**config.mk**
```make
export PLATFORM = sky130hd
export DESIGN_NAME = hazard_scoreboard_unit
export DESIGN_NICKNAME = d
export VERILOG_FILES = /design/src/rtl/hazard_pkg.sv /design/src/rtl/reg_ready_counter.sv /design/src/rtl/hazard_scoreboard_unit.sv
export SDC_FILE = /design/constraint.sdc
export NUM_CORES = 1
export LEC_CHECK = 0
export ABC_CLOCK_PERIOD_IN_PS = 3350
export CAP_MARGIN = 10
export CORE_MARGIN = 1
export CORE_UTILIZATION = 25
export DETAILED_ROUTE_END_ITERATION = 12
export PLACE_DENSITY = 0.42
export SYNTH_ARGS = -nofsm -noshare
export SYNTH_HDL_FRONTEND = slang
export SYNTH_SLANG_ARGS = --single-unit
```
**constraint.sdc**
```tcl
create_clock -name clk -period 3.35 [get_ports clk]
set_input_delay 0.67 -clock clk [delete_from_list [all_inputs] [get_ports clk]]
set_output_delay 0.67 -clock clk [all_outputs]
set_load 0.1 [all_outputs]
```
**src/rtl/hazard_pkg.sv**
```systemverilog
// ============================================================================
// Module   : hazard_pkg
// Brief    : Stall-cause encodings and sizing helper for the hazard scoreboard.
// Revision : 1.0
// ============================================================================
`default_nettype none

package hazard_pkg;

    localparam logic [1:0] CAUSE_NONE  = 2'd0;
    localparam logic [1:0] CAUSE_RAW   = 2'd1;
    localparam logic [1:0] CAUSE_ECALL = 2'd2;
    localparam logic [1:0] CAUSE_HOLD  = 2'd3;

    // Ceiling log2, never below 1 so a counter always has at least one bit.
    function automatic int clog2(input int value);
        int result;
        result = 0;
        while ((1 << result) < value) begin
            result = result + 1;
        end
        if (result < 1) begin
            result = 1;
        end
        return result;
    endfunction

endpackage

`default_nettype wire

```
**src/rtl/reg_ready_counter.sv**
```systemverilog
// ============================================================================
// Module   : reg_ready_counter
// Brief    : Per-register countdown until a pending result becomes readable.
// Revision : 1.0
// ============================================================================
`default_nettype none

module reg_ready_counter #(
    parameter int CW = 2
) (
    input  logic          clk,
    input  logic          reset,
    input  logic          load,
    input  logic [CW-1:0] load_val,
    input  logic          dec_en,
    output logic [CW-1:0] cnt,
    output logic          nonzero
);

    logic [CW-1:0] r_cnt;

    // A new writer replaces whatever was pending: youngest writer wins.
    always_ff @(posedge clk or posedge reset) begin
        if (reset) begin
            r_cnt <= '0;
        end else if (load) begin
            r_cnt <= load_val;
        end else if (dec_en && (r_cnt != '0)) begin
            r_cnt <= r_cnt - 1'b1;
        end
    end

    assign cnt     = r_cnt;
    assign nonzero = (r_cnt != '0);

endmodule

`default_nettype wire

```
**src/rtl/hazard_scoreboard_unit.sv**
```systemverilog
// ============================================================================
// Module   : hazard_scoreboard_unit
// Brief    : ID-stage countdown scoreboard producing stall/freeze controls.
// Revision : 1.0
// ============================================================================
`default_nettype none

module hazard_scoreboard_unit
    import hazard_pkg::*;
#(
    parameter int NUM_REGS  = 32,
    parameter int RA_W      = 5,
    parameter int ALU_LAT   = 1,
    parameter int LOAD_LAT  = 2,
    parameter int FWD_SLACK = 1,
    parameter int ECALL_REG = 17
) (
    input  logic                clk,
    input  logic                reset,
    input  logic                id_valid,
    input  logic                id_flush,
    input  logic                pipe_hold,
    input  logic [RA_W-1:0]     id_rs1,
    input  logic [RA_W-1:0]     id_rs2,
    input  logic                id_use_rs1,
    input  logic                id_use_rs2,
    input  logic                id_is_ecall,
    input  logic [RA_W-1:0]     id_rd,
    input  logic                id_reg_write,
    input  logic                id_is_load,
    output logic                pc_write,
    output logic                IF_ID_write,
    output logic                is_stall,
    output logic [1:0]          stall_cause,
    output logic [31:0]         stall_count,
    output logic [NUM_REGS-1:0] pending_mask
);

    localparam int CW = clog2(((ALU_LAT > LOAD_LAT) ? ALU_LAT : LOAD_LAT) + 1);

    localparam logic [CW-1:0] c_alu_val   = CW'(ALU_LAT);
    localparam logic [CW-1:0] c_load_val  = CW'(LOAD_LAT);
    localparam logic [31:0]   c_fwd_slack = 32'(FWD_SLACK);

    logic [CW-1:0] w_cnt [NUM_REGS];
    logic [CW-1:0] w_load_val;
    logic          w_live;
    logic          w_raw;
    logic          w_ecl;
    logic          w_issue;
    logic          w_dec_en;
    logic [31:0]   r_stall_count;

    assign w_live     = id_valid & ~id_flush;
    // Zero-extend before comparing so a slack wider than the counter never stalls.
    assign w_raw      = w_live &
                        ((id_use_rs1 & (32'(w_cnt[id_rs1]) > c_fwd_slack)) |
                         (id_use_rs2 & (32'(w_cnt[id_rs2]) > c_fwd_slack)));
    assign w_ecl      = w_live & id_is_ecall & (w_cnt[ECALL_REG] != '0);
    assign w_issue    = w_live & ~pipe_hold & ~w_raw & ~w_ecl;
    assign w_dec_en   = ~pipe_hold;
    assign w_load_val = id_is_load ? c_load_val : c_alu_val;

    genvar r;
    generate
        for (r = 0; r < NUM_REGS; r = r + 1) begin : g_reg
            if (r == 0) begin : g_zero
                assign w_cnt[r]        = '0;
                assign pending_mask[r] = 1'b0;
            end else begin : g_ctr
                logic w_load;
                assign w_load = w_issue & id_reg_write & (id_rd == RA_W'(r));

                reg_ready_counter #(
                    .CW(CW)
                ) u_ctr (
                    .clk      (clk),
                    .reset    (reset),
                    .load     (w_load),
                    .load_val (w_load_val),
                    .dec_en   (w_dec_en),
                    .cnt      (w_cnt[r]),
                    .nonzero  (pending_mask[r])
                );
            end
        end
    endgenerate

    always_comb begin
        pc_write    = 1'b1;
        IF_ID_write = 1'b1;
        is_stall    = 1'b0;
        stall_cause = CAUSE_NONE;
        if (pipe_hold) begin
            pc_write    = 1'b0;
            IF_ID_write = 1'b0;
            stall_cause = CAUSE_HOLD;
        end else if (w_raw) begin
            pc_write    = 1'b0;
            IF_ID_write = 1'b0;
            is_stall    = 1'b1;
            stall_cause = CAUSE_RAW;
        end else if (w_ecl) begin
            pc_write    = 1'b0;
            IF_ID_write = 1'b0;
            is_stall    = 1'b1;
            stall_cause = CAUSE_ECALL;
        end
    end

    // Held cycles are excluded: they are memory stalls, not data hazards.
    always_ff @(posedge clk or posedge reset) begin
        if (reset) begin
            r_stall_count <= '0;
        end else if (~pipe_hold && (w_raw || w_ecl) && (r_stall_count != '1)) begin
            r_stall_count <= r_stall_count + 32'd1;
        end
    end

    assign stall_count = r_stall_count;

endmodule

`default_nettype wire

```
==> results.toml, run 1 <==
[status]
outcome = "finished, final reports clean"

[sta]
final-max-slew-violation-count = 0
tightest_slew_ns = 0.6329
clock_skew_ns = 0.01024
whs_ns = 0.4968
rsz0062_at_grt = "true"
finalSetupViolations = 0
slew_headroom = 0.5781
tns_ns = 0
finalCritPeriodShare = 0.9880
fmax_mhz = 302.1
hold_viol = 0
period_minus_slack_ns = 3.310

[route]
wl_met1_um = 8723
ant_nets = 0
drc = 0
dr.pass1.iters = 4
drt-total-wl_um = 17660
vias = 5013
wl_met3_um = 674
routedWlPerCell_um = 15.48
wl_met2_um = 8103
drtIter0Drc = 170
top_layer = "met4"
via_per_inst = 4.394

[cells_and_area]
fin_area_um2 = 8394
area_growth_pct = 29.34
drive_above_1_share = 0.2713
fin_nets = 863
diodes = 0

[clock_tree]
h-tree-depth = 3
path_clk_slew_ns = 0.07
cts-buffers-inserted = 9
clock_latency_ns = 0.35
clk_path_buf_depth = 2
tritoncts = "built"
cts.sinks = 94
cts_hold_buf = 0
root_buffer = "clkbuf_16"

[setup_path]
path_cells = "buf_12 -> mux2_2 -> and3_4 -> o41ai_4 -> buf_4 -> nor4_4 -> nor2_4 -> nand2_4 -> a21oi_4 -> buf_12"
r2r.worst_path.cells = 10
crit_arrival_ns = 2.64
slowest_stage = "o41ai_4"
slowest_delay_ns = 0.39
cp_num_cells = 10
path_buf_inv = 3
end_kind = "primary output"
critPathMostFrequentCell = "buf_12"
critPathMaxFanout = 7
start_kind = "input port"
critPathKind = "input port to primary output"
critical-path-top-delay-family = "compound AO/OA/AOI/OAI gates"
cp_data_required_time_ns = 2.68

[global_route]
overflow = 0
grt_pass1_wl_um = 28460
antenna_found_initial = 0
grtUsageTotal = 0.1401
grt_max_degree = 63
grt_pass1_vias = 5033

[floorplan]
core_area_um2 = 25330
dieArea_um2 = 26610
initial_core_util = 0.2562
die_y_um = 163.1
die_x_um = 163.1
io_pins = 94
rows = 58

[yosys]
syn_area_um2 = 6490
yosysWarningCount = 0
synth_seq_area_share = 0.3624
syn_avg_cell_area_um2 = 9.379
synth_nets = 749
synth_cell_type_count = 46
synth-seq-cells = 94
syn_inst = 692

[pwr]
ir_drop_mv = 0.5164
powerDensity_nw_per_um2 = 867.2
report.power.total_mw = 7.280
leakage_nw = 4.077

[placed_design]
portBuffers = 92
gp_congestion = 0.7583
dp_hpwl_um = 13310
place_area_um2 = 7934

[hold_path]
min_path_type = "flip-flop to flip-flop"
hold_path_depth = 1

[flow_run]
maxCapViolCount = 0
-- report_power, final --
part	leakage [nW]	internal, mW	switching, mW
Combinational	2.79	1.46	2.70
Sequential	1.13	1.56	0.393
Clock	0.162	0.696	0.467
Total	4.08	3.72	3.56
-- Yosys cell counts, drive strengths merged --
master,instances,area share
inv,101,0.058
dfrtp,94,0.36
nor2,77,0.046
buf,48,0.054
mux2,42,0.073
xnor2,37,0.050
mux2i,34,0.052
ha,32,0.062
a21oi,31,0.024
nand4,31,0.030
xor2,25,0.034
nor3,19,0.015
nand2,17,0.0098
clkbuf,16,0.0093
nand3,14,0.011
and3,10,0.010
mux4,10,0.035
nor3b,9,0.012
and4,8,0.011
nor4,5,0.0048
nor2b,4,0.0039
nand2b,3,0.0029
nor4b,3,0.0040
o22ai,3,0.0029
o41ai,3,0.0052
or3,3,0.0029
a2111oi,2,0.0027
and3b,2,0.0027
a221oi,1,0.0013
a41o,1,0.0015
and2,1,0.00096
conb,1,0.00058
o21ai,1,0.00077
o21bai,1,0.0012
o41a,1,0.0017
or3b,1,0.0013
or4,1,0.0012
-- placed cells by master (no fill, tap or decap), types with 3 or more instances in the layout --
cell,synthesis,layout
mux2_2,20,18
nor3_1,19,19
clkbuf_16,0,9
or3_1,3,3
buf_12,0,9
xor2_1,25,25
buf_2,5,3
nor2b_1,4,4
nor3b_1,7,7
ha_1,32,32
and4_1,8,8
buf_4,33,133
xnor2_1,37,37
mux2i_1,34,34
inv_1,101,99
and3_1,9,8
nor2_1,75,74
a21oi_1,31,30
mux4_2,10,10
nand2_1,17,16
dfrtp_1,94,92
nand2b_1,3,3
clkdlybuf4s50_1,0,16
nand4_1,31,31
o22ai_1,3,3
nor4_1,5,4
mux2_1,22,22
buf_6,5,3
nand3_1,14,14
-- kinds of logic (layout without fill, tap and decap cells) --
group,count (synthesis),after routing,share of synthesized area
other,1,1,0.0005778
buffers and inverters,165,284,0.1213
AND/OR/NAND/NOR,208,208,0.1691
adder cells (fa/ha/maj),32,32,0.06169
flip-flops,94,94,0.3624
XOR/XNOR,62,62,0.08367
multiplexers,86,86,0.1600
AO/OA/AOI/OAI,44,44,0.04126
-- stage by stage --
step,std cells,setup WS (ns),util
finish,1141,0.04035,0.3314
global route,1141,-0.04731,0.3314
CTS,1141,-0.03862,0.3303
detailed placement,1124,-0.5747,0.3133
global placement,1124,-0.5787,0.3133
floorplan,692,-0.4457,-
-- state kept, by name, indices dropped and copies added, names as in the netlist --
signal and cells:
g.g_ctr.u_ctr.cnt 62, stall_count 32
-- cell type report --
| cell class | count | area, um^2 |
|---|---|---|
| fill | 2636 | 16930 |
| multi-input combinational | 433 | 3486 |
| sequential | 94 | 2355 |
| timing repair buffer | 167 | 1423 |
| tap | 330 | 412.9 |
| inverter | 101 | 384.1 |
| clock buffer | 11 | 252.7 |
| clock inverter | 5 | 81.33 |
-- path summary, 6_finish.rpt --
| path | slack [ns] | end | startpoint |
|---|---|---|---|
| worst max-delay path | 0.04 | IF_ID_write | id_rs1[1] |
| worst min register to register | 0.50 | stall_count[11] | stall_count[11] |
| worst min-delay path | 0.50 | stall_count[11] | stall_count[11] |
| min in group asynchronous | 0.74 | g_reg[14].g_ctr.u_ctr.cnt[0] | reset |
| max in group asynchronous | 2.02 | g_reg[20].g_ctr.u_ctr.cnt[1] | reset |
| worst max register to register | 0.34 | g_reg[15].g_ctr.u_ctr.cnt[1] | g_reg[19].g_ctr.u_ctr.cnt[1] |
-- layer usage --
layer  global-route usage  vias to the layer above
met3              0.02641                       12
met1               0.1927                     2376
met5                    0                        -
met4              0.03101                        0
li1                     -                     2525
met2               0.2261                      100
-- repair_timing --
action,CTS,global route
pin swaps,13,8
gates resized for setup,44,14
setup endpoints to repair,46,5
setup buffers,1,3
gates cloned,0,0
No activity file was read; power rests on OpenSTA's default activity.
==> run 2: changes to the inputs <==
--- a/config.mk
+++ b/config.mk
@@ -8,9 +8,9 @@
 export ABC_CLOCK_PERIOD_IN_PS = 3350
 export CAP_MARGIN = 10
 export CORE_MARGIN = 1
-export CORE_UTILIZATION = 25
+export CORE_UTILIZATION = 55
 export DETAILED_ROUTE_END_ITERATION = 12
-export PLACE_DENSITY = 0.42
+export PLACE_DENSITY = 0.8
 export SYNTH_ARGS = -nofsm -noshare
 export SYNTH_HDL_FRONTEND = slang
 export SYNTH_SLANG_ARGS = --single-unit
==> run 2 against run 1 <==
Effect of this change: the flow now finishes with violations (setup timing); combinational power barely moved; die area fell by 54%; cell area fell by 4.4%; register-to-register slack improved by 0.11 ns; total power fell by 1.4%; largest cell class unchanged.
==> results.toml, run 2 (synthesis results as in run 1) <==
[setup_path]
path_cells = "buf_6 -> buf_8 -> mux2_4 -> and3_4 -> o41ai_4 -> buf_4 -> nor4_4 -> nor2_4 -> nand2_4 -> a21oi_4 -> buf_12"
ff2ff_setup_slack_ns = 0.45
crit_arrival_ns = 2.69
r2r_start = "g_reg[13].g_ctr.u_ctr.cnt[1]"
start_kind = "input port"
slowest_stage = "o41ai_4"
end_kind = "primary output"
cp_data_required_time_ns = 2.68
critPathMaxFanout = 7
slowest_delay_ns = 0.42
critPathKind = "input port to primary output"
crit_start = "id_rs1[1]"

[sta]
final-max-slew-violation-count = 0
rsz0062_at_grt = "true"
period_minus_slack_ns = 3.357
worst_slack_ns = -0.006612
tns_ns = -0.008998
tightest_slew_ns = 0.8859
fmax_mhz = 297.9
finalSetupViolations = 2
slew_headroom = 0.4082
finalCritPeriodShare = 1.002
clock_skew_ns = 0.008837
hold_viol = 0

[route]
drc = 0
ant_nets = 0
vias = 5329
dr.pass1.iters = 5
routedWlPerCell_um = 16.95
drt-total-wl_um = 15980
via_per_inst = 5.651
drtIter0Drc = 228

[cells_and_area]
diodes = 0
drive_above_1_share = 0.2525
layout_common_cells = "123 x buf_4, 100 x inv_1, 94 x dfrtp_1"
ff_latch_area_um2 = 2352
n_fill_cell = 870
largest_reg_flops = 62
area_growth_pct = 23.60
multiInputGateArea_um2 = 3497
fin_area_um2 = 8021
layoutNonFillerInstCount = 943
fin_nets = 852
final_common_cell = "buf_4"

[clock_tree]
tritoncts = "built"
path_clk_slew_ns = 0.07
cts.sinks = 94
root_buffer = "clkbuf_16"
h-tree-depth = 3
clock_latency_ns = 0.35
cts_hold_buf = 0
cts-buffers-inserted = 9
clk_path_buf_depth = 2

[pwr]
ir_drop_mv = 0.7835
powerDensity_nw_per_um2 = 894.9
leakage_nw = 4.010

[placed_design]
portBuffers = 92
gp_congestion = 0.8955
dp_cells = 922
place_ws_ns = -0.5766
place_area_um2 = 7584
dp_hpwl_um = 11740

[global_route]
grt_pass1_wl_um = 26510
grt_pass1_vias = 5365
overflow = 0
grt_max_degree = 74
antenna_found_initial = 0
grtUsageTotal = 0.2726

[floorplan]
core_area_um2 = 11470
io_pins = 94
initial_core_util = 0.5660
die_y_um = 110.6
dieArea_um2 = 12240
die_x_um = 110.6
rows = 39

[status]
violations = "setup timing"
outcome = "finished with violations"

[hold_path]
min_path_type = "flip-flop to flip-flop"
hp-start = "stall_count[11]"

[flow_run]
maxCapViolCount = 0
==> run 2: repair_timing <==
action                                  CTS  global route
gates resized for setup                  33            15
endpoints found under the setup margin   48             5
endpoints found under the hold margin     0             0
pin swaps                                 6             9
setup buffers                             2             3
gates cloned                              0             0
==> run 2: path summary, 6_finish.rpt <==
kind,cells after the start,to
worst min-delay path,1,stall_count[11]
worst min register to register,1,stall_count[11]
min in group asynchronous,2,g_reg[13].g_ctr.u_ctr.cnt[1]
worst max-delay path,11,pc_write
max in group asynchronous,3,g_reg[31].g_ctr.u_ctr.cnt[1]
worst max register to register,9,g_reg[27].g_ctr.u_ctr.cnt[1]
==> run 2: per-layer routing <==
layer	up-vias	share of wire	wire length, um	global-route usage
met4	0	0.022	356	0.1138
met1	2604	0.42	6698	0.3489
met2	196	0.49	7821	0.4518
li1	2501	-	-	-
met3	28	0.069	1107	0.05269
met5	-	0	0	0
==> run 2: stage by stage <==
| stage | utilization | total power, mW | hold slack (ns) |
|---|---|---|---|
| 5_1_grt | 0.6995 | 7.618 | 0.5160 |
| 4_1_cts | 0.6913 | 7.176 | 0.4918 |
| 6_report | 0.6995 | 7.178 | 0.4980 |
| 3_3_place_gp | 0.6613 | 5.864 | 0.4754 |
| 3_5_place_dp | 0.6613 | 6.079 | 0.4792 |
| 2_1_floorplan | - | 5.357 | 0.5445 |
==> run 2: critical path: cells and delay by family <==
| family | cells | cell delay [ns] |
|---|---|---|
| simple gates | 4 | 0.46 |
| buf+inv | 4 | 0.63 |
| compound gates | 2 | 0.64 |
| mux | 1 | 0.29 |
==> run 2: power breakdown <==
| part | switching (mW) | internal (mW) |
|---|---|---|
| registers | 0.409 | 1.56 |
| clock network | 0.453 | 0.596 |
| logic | 2.72 | 1.44 |
==> run 2: cell type report <==
| class | count | share of cell area |
|---|---|---|
| clock inverter | 6 | 0.007643 |
| inverter | 101 | 0.04742 |
| clock buffer | 10 | 0.02979 |
| sequential | 94 | 0.2932 |
| multi-input combinational | 433 | 0.4360 |
| tap | 143 | 0.02231 |
| timing repair buffer | 156 | 0.1636 |
